===== src/rtl/ws2812b_frame_serializer.sv =====
// ws2812b_frame_serializer
// Takes 24-bit GRB words over a valid/ready stream, shifts them out MSB-first
// one bit per BIT_PERIOD_CLK_COUNTS cycles (trigger + bit_to_code for the NRZ
// encoder), then holds the line low for LATCH_CLK_COUNTS cycles and pulses
// frame_done.
// Optional build macro: WS2812B_UNDERRUN_PAD_EN -- a missing pixel mid-frame
// is replaced by an all-zero pixel instead of cutting the frame short.
module ws2812b_frame_serializer #(
  parameter int LED_COUNT             = 8,
  parameter int BIT_PERIOD_CLK_COUNTS = 62,
  parameter int LATCH_CLK_COUNTS      = 2500,
  parameter int PIXEL_WIDTH           = 24
) (
  input  logic                   clk,
  input  logic                   reset,
  input  logic                   start,
  input  logic [PIXEL_WIDTH-1:0] pixel_data,
  input  logic                   pixel_valid,
  output logic                   pixel_ready,
  output logic                   trigger,
  output logic                   bit_to_code,
  output logic                   busy,
  output logic                   frame_done,
  output logic                   underrun
);

  localparam int PER_W = (BIT_PERIOD_CLK_COUNTS > 1) ? $clog2(BIT_PERIOD_CLK_COUNTS) : 1;
  localparam int BIT_W = (PIXEL_WIDTH > 1) ? $clog2(PIXEL_WIDTH) : 1;
  localparam int LAT_W = (LATCH_CLK_COUNTS > 1) ? $clog2(LATCH_CLK_COUNTS) : 1;
  localparam int CNT_W = $clog2(LED_COUNT + 1);

  localparam logic [PER_W-1:0] PER_LAST = PER_W'(BIT_PERIOD_CLK_COUNTS - 1);
  localparam logic [BIT_W-1:0] BIT_LAST = BIT_W'(PIXEL_WIDTH - 1);
  localparam logic [LAT_W-1:0] LAT_LAST = LAT_W'(LATCH_CLK_COUNTS - 1);
  localparam logic [CNT_W-1:0] LEDS     = CNT_W'(LED_COUNT);

  typedef enum logic [1:0] {IDLE, WAIT_FIRST, SHIFT, LATCH} state_t;

  state_t                 state;
  logic [PIXEL_WIDTH-1:0] hold_word;
  logic [PIXEL_WIDTH-1:0] shift_word;
  logic [PIXEL_WIDTH-1:0] next_word;
  logic                   hold_full;
  logic                   aborted;
  logic [CNT_W-1:0]       accepted;
  logic [CNT_W-1:0]       sent;
  logic [PER_W-1:0]       period_cnt;
  logic [BIT_W-1:0]       bit_idx;
  logic [LAT_W-1:0]       latch_cnt;

  logic take;
  logic load;
  logic load_any;
  logic pad_load;
  logic bit_end;
  logic pixel_end;
  logic frame_full;
  logic starve;
  logic latch_end;
  logic discard;

  assign pixel_ready = !hold_full && (accepted < LEDS);
  assign take        = pixel_valid && pixel_ready;
  assign bit_end     = (period_cnt == PER_LAST);
  assign pixel_end   = (state == SHIFT) && bit_end && (bit_idx == BIT_LAST);
  assign frame_full  = (sent == LEDS);
  assign starve      = pixel_end && !frame_full && !hold_full;
  assign latch_end   = (state == LATCH) && (latch_cnt == LAT_LAST);
  // A frame that hit an underrun drops whatever word is left over at its end.
  assign discard     = latch_end && aborted;

`ifdef WS2812B_UNDERRUN_PAD_EN
  assign pad_load = starve;
`else
  assign pad_load = 1'b0;
`endif

  assign load_any  = load || pad_load;
  assign next_word = pad_load ? '0 : hold_word;

  // Decide when the holding register is moved into the shift register
  always_comb begin
    load = 1'b0;
    case (state)
      IDLE:       load = start && hold_full;
      WAIT_FIRST: load = hold_full;
      SHIFT:      load = pixel_end && !frame_full && hold_full;
      default:    load = 1'b0;
    endcase
  end

  // One-word holding register and per-frame acceptance count
  always_ff @(posedge clk or negedge reset) begin
    if (!reset) begin
      hold_word <= '0;
      hold_full <= 1'b0;
      accepted  <= '0;
    end else begin
      if (take) hold_word <= pixel_data;
      if (discard)       hold_full <= 1'b0;
      else if (take)     hold_full <= 1'b1;
      else if (load)     hold_full <= 1'b0;
      // The count restarts in the frame_done cycle so pixel_ready returns
      // one cycle later; a word taken in that cycle already counts.
      if (frame_done)    accepted <= take ? CNT_W'(1) : '0;
      else if (take)     accepted <= accepted + CNT_W'(1);
    end
  end

  // Frame sequencer: bit timing, shifting, latch gap and status pulses
  always_ff @(posedge clk or negedge reset) begin
    if (!reset) begin
      state       <= IDLE;
      shift_word  <= '0;
      period_cnt  <= '0;
      bit_idx     <= '0;
      latch_cnt   <= '0;
      sent        <= '0;
      aborted     <= 1'b0;
      trigger     <= 1'b0;
      bit_to_code <= 1'b0;
      busy        <= 1'b0;
      frame_done  <= 1'b0;
      underrun    <= 1'b0;
    end else begin
      trigger    <= 1'b0;
      frame_done <= 1'b0;
      underrun   <= 1'b0;
      case (state)
        IDLE: begin
          bit_to_code <= 1'b0;
          if (start) begin
            busy  <= 1'b1;
            state <= WAIT_FIRST;  // overridden below when a word is ready
          end
        end
        WAIT_FIRST: begin
          bit_to_code <= 1'b0;
        end
        SHIFT: begin
          if (!bit_end) begin
            period_cnt <= period_cnt + PER_W'(1);
          end else if (bit_idx != BIT_LAST) begin
            period_cnt  <= '0;
            bit_idx     <= bit_idx + BIT_W'(1);
            trigger     <= 1'b1;
            bit_to_code <= shift_word[PIXEL_WIDTH-1];
            shift_word  <= shift_word << 1;
          end else if (frame_full) begin
            state       <= LATCH;
            bit_to_code <= 1'b0;
            latch_cnt   <= '0;
          end else if (starve) begin
            underrun <= 1'b1;
            aborted  <= 1'b1;
`ifdef WS2812B_UNDERRUN_PAD_EN
            // zero pixel is loaded by the common load path below
`else
            state       <= LATCH;
            bit_to_code <= 1'b0;
            latch_cnt   <= '0;
`endif
          end
        end
        LATCH: begin
          bit_to_code <= 1'b0;
          if (latch_cnt == LAT_LAST) begin
            state      <= IDLE;
            frame_done <= 1'b1;
            busy       <= 1'b0;
            latch_cnt  <= '0;
            sent       <= '0;
            aborted    <= 1'b0;
          end else begin
            latch_cnt <= latch_cnt + LAT_W'(1);
          end
        end
        default: state <= IDLE;
      endcase
      // Common load path: first bit of the new word goes out next cycle
      if (load_any) begin
        state       <= SHIFT;
        shift_word  <= next_word << 1;
        bit_to_code <= next_word[PIXEL_WIDTH-1];
        trigger     <= 1'b1;
        period_cnt  <= '0;
        bit_idx     <= '0;
        sent        <= sent + CNT_W'(1);
      end
    end
  end

endmodule


===== config.mk =====
export PLATFORM = sky130hd
export DESIGN_NAME = ws2812b_frame_serializer
export DESIGN_NICKNAME = d
export VERILOG_FILES = /design/src/rtl/ws2812b_frame_serializer.sv
export SDC_FILE = /design/constraint.sdc
export NUM_CORES = 1
export LEC_CHECK = 0
export CORE_ASPECT_RATIO = 1.4
export CORE_MARGIN = 4
export CORE_UTILIZATION = 60
export CTS_BUF_LIST = sky130_fd_sc_hd__clkbuf_4
export CTS_CLUSTER_SIZE = 20
export DETAILED_ROUTE_END_ITERATION = 10
export PLACE_DENSITY = 0.93
export REMOVE_ABC_BUFFERS = 1
export SLEW_MARGIN = 40
export SYNTH_ARGS = -nofsm -noshare
export SYNTH_HDL_FRONTEND = slang
export SYNTH_SLANG_ARGS = --single-unit

===== constraint.sdc =====
create_clock -name clk -period 2.6 [get_ports clk]
set_input_delay 0.52 -clock clk [delete_from_list [all_inputs] [get_ports clk]]
set_output_delay 0.52 -clock clk [all_outputs]
set_load 0.01 [all_outputs]

==> results.py <==
metrics = {
    "outcome": {
        "status": "finished, final reports clean",
    },
    "detailed_routing": {
        "drc": 0,
        "drt-initial-drc-count": 231,
        "antenna_violating_nets_post_route": 0,
        "wl_per_cell_microns": 17.8,
        "viasPerCell": 6.04,
        "totalWireLength_mm": 9.24,
        "detailroute.via_count": 3130,
        "drt-pass1-iter-count": 4,
    },
    "cts": {
        "cts_buffers": 9,
        "clock_latency_ns": 0.43,
        "root_buffer": "clkbuf_4",
        "path_clk_slew_ns": 0.13,
        "tritoncts": "built",
        "cts_hold_repair.buffers": 0,
        "tritoncts_num_sinks": 87,
        "cts_max_path_buffers": 2,
        "cts-htree-levels": 3,
    },
    "timing": {
        "timing.hold.ws_ns": 0.0672,
        "timing.clock.skew_ns": 0.0135,
        "layout_min_cycle_time_ns": 2.48,
        "achievable-frequency_mhz": 403,
        "tns_ns": 0,
        "fin_crit_sh_pct": 95.5,
        "finalSetupViolCount": 0,
        "drv_slew": 0,
        "worst_pin_slew_ns": 0.563,
        "relSlewSlack_pct": 62.5,
        "finalHoldViolCount": 0,
    },
    "synthesis": {
        "synthMostInstantiatedCell": "dfrtp_1",
        "most_common_flop_cell_mapped_by_yosys": "dfrtp_1",
        "postSynthCellCount": 375,
        "synth.largest_area_cell": "dfrtp_1",
        "synth.ff_latch_count": 87,
        "synth_top_area_share_pct": 48.2,
        "synthTopCellsByArea": "dfrtp_1 48%, mux2_2 12%, mux2_4 6.7%, ha_1 3.3%, o21ai_0 2.7%",
        "yosysWarningCount": 0,
        "netlist_top_cells_count": "87 x dfrtp_1, 48 x mux2_2, 24 x o21ai_0",
        "synth-edff-count": 0,
        "synth.cell_area_sq_um": 4510,
        "synth_cell_type_count": 61,
        "async_reset_ff_share_pct": 100,
        "avgSynthCellArea_sq_um": 12.0,
        "synth.yosys.seq_area_share_pct": 48.2,
    },
    "worst_setup_path": {
        "crit_path_start": "state[0]",
        "cp-end-kind": "flop",
        "register_to_register_path_setup_slack_ns": 0.12,
        "worst_ep_required_ns": 2.92,
        "critical_path.reg2reg.startpoint": "state[0]",
        "criticalPathCategory": "flop to flop",
        "critPathLaunchType": "flop",
        "crit_slowest_cell": "dfrtp_1",
        "path_max_fanout": 34,
        "timing.critical_path.slowest_cell_delay_ns": 0.46,
        "critPathArrivalTime_ns": 2.80,
        "timing.critical_path.cells": "inv_1, ha_2, nand4_1, nor4_4, buf_4, o21bai_4, buf_12, mux2_1, mux2_4",
        "endpoint_of_the_most_critical_setup_path": "shift_word[16]",
        "ff2ff_path_depth": 9,
        "worst_r2r_endpoint": "shift_word[16]",
    },
    "grt": {
        "grt_pass1_vias": 3276,
        "maximum_number_of_pins_on_one_net_before_global_route_repair": 45,
        "global_route_total_usage_across_every_layer_pct": 22.2,
        "globalRoute.totalOverflow": 0,
        "grt_first_pass_wirelength_mm": 15.7,
        "grt_antenna_before_repair": 0,
    },
    "final_layout": {
        "antenna_diode_count": 0,
        "layout.nets": 456,
        "layout-area-overhead-vs-synth_pct": 14.8,
        "filler_cells": 477,
        "layout-drive-gt1-share_pct": 26.1,
    },
    "floorplan": {
        "die-width_microns": 81.3,
        "die_h_microns": 111,
        "floorplan.die_area_sq_um": 9000,
        "row_count": 37,
        "core_area_sq_um": 7360,
        "floorplan.io_pins": 34,
        "initial_core_util_pct": 61.3,
    },
    "pwr": {
        "power.share.sequential_pct": 39.0,
        "worst_case_vdd_ir_drop_uv": 705,
        "power.internal_mw": 3.73,
        "clock_power_share_pct": 16.2,
        "power_per_cell_area_nw_per_um2": 1120,
        "p_total_mw": 5.82,
        "power_switching_share_pct": 35.9,
        "total_leakage_power_nw": 2.26,
        "netSwitchingPower_mw": 2.09,
        "power.combinational.fraction_pct": 44.8,
    },
    "flow_run": {
        "max_cap_viol_count": 0,
    },
    "hold_path": {
        "hp-class": "input pin to asynchronous set/reset pin",
    },
    "placement": {
        "post-dp-hpwl_mm": 6.29,
        "finalWeightedCongestion": 0.895,
        "io_buffers": 33,
    },
}
[cells in the final DEF, fill, tap and decap left out, drive strengths merged, types with 2 or more instances in the layout]
master          n
dfrtp          87
mux2i           9
nand3          15
clkdlybuf4s50  32
and3            2
bufinv          3
or4             2
nand2          21
or4b            2
mux2           70
or3             4
nor2b           6
nor4            2
ha             12
o21ai          25
clkbuf          9
inv            16
o31ai           8
a21oi           7
nand2b          3
a31oi           3
nor3            7
a211o           3
o2bb2ai         2
o21bai          3
buf            15
nand4b          2
o41ai           3
a211oi          3
clkinv          4
nor2           15
nor3b           2
a22o            5
xor2            2
[worst min path at each step]
stage / cells after the start / to / slack [ns] / start
floorplan: 0 / aborted / 0.22 / reset
global placement: 1 / hold_full / 0.46 / aborted
detailed placement: 1 / hold_full / 0.48 / aborted
CTS: 1 / frame_done / 0.06 / reset
global route: 1 / hold_word[5] / 0.07 / reset
finish: 1 / hold_word[5] / 0.07 / reset
[cell type report]
class | count | area [sq um] | area share (%)
Inverter | 16 | 60.1 | 1.16
Tap cell | 97 | 121 | 2.34
Multi-Input combinational cell | 255 | 2170 | 41.9
Clock inverter | 7 | 111 | 2.15
Clock buffer | 9 | 67.6 | 1.30
Timing Repair Buffer | 47 | 470 | 9.08
Sequential cell | 87 | 2180 | 42.0
[power groups by stage]
stage          registers, mW  logic (mW)  clock network, mW
6_report                2.27        2.61              0.944
5_1_grt                 2.34        2.85               1.03
4_1_cts                 2.27        2.60              0.963
3_5_place_dp            2.29        2.56                  0
3_3_place_gp            2.24        2.40                  0
2_1_floorplan           2.15        1.91                  0
[critical path, delay by kind of cell (launching register included)]
| family | cells | cell delay (ns) |
|---|---|---|
| AOI/OAI and AO/OA | 1 | 0.09 |
| and+or+nand+nor | 2 | 0.43 |
| muxes | 2 | 0.59 |
| buffers and inverters | 3 | 0.55 |
| adders and majority gates | 1 | 0.25 |
| DFF | 1 | 0.46 |
[routing by layer]
metal | global-route usage [%] | up-vias | share of wire [%]
met5 | 0 | - | 0
met4 | 9.24 | 0 | 2.1
met3 | 4.32 | 21 | 4.1
met2 | 37.0 | 95 | 55
met1 | 27.6 | 1565 | 39
li1 | - | 1449 | -
[timing repair]
action	4_1_cts	5_1_grt
setup endpoints to repair	0	2
setup buffers	0	1
resized for setup	0	2
[per-stage QoR]
step	area (sq um)	setup slack (ns)	std cells	utilization [%]
after floorplan	4400	-0.248	358	-
after global placement	4990	0.220	501	67.7
after detailed placement	4990	0.127	501	67.7
after CTS	5160	0.165	517	70.2
after global routing	5180	-0.00999	518	70.4
final	5180	0.116	518	70.4
[state kept, by name, indices dropped and copies added, names as in the netlist]
signal	cells
aborted	1
underrun	1
bit_to_code	1
hold_word	24
latch_cnt	12
trigger	1
sent	4
busy	1
period_cnt	6
frame_done	1
bit_idx	5
accepted	4
hold_full	1
state	2
shift_word	23
[cell families after synthesis]
logic type               Yosys count  synth area share [%]
AND/OR/NAND/NOR                   88                  10.9
multiplexers                      79                  21.1
buffers and inverters             33                  3.82
adder cells (fa/ha/maj)           12                  3.33
AO/OA/AOI/OAI                     73                  12.0
flip-flops                        87                  48.2
XOR/XNOR                           3                 0.582
Note: power is estimated with default switching activity, not from simulation.
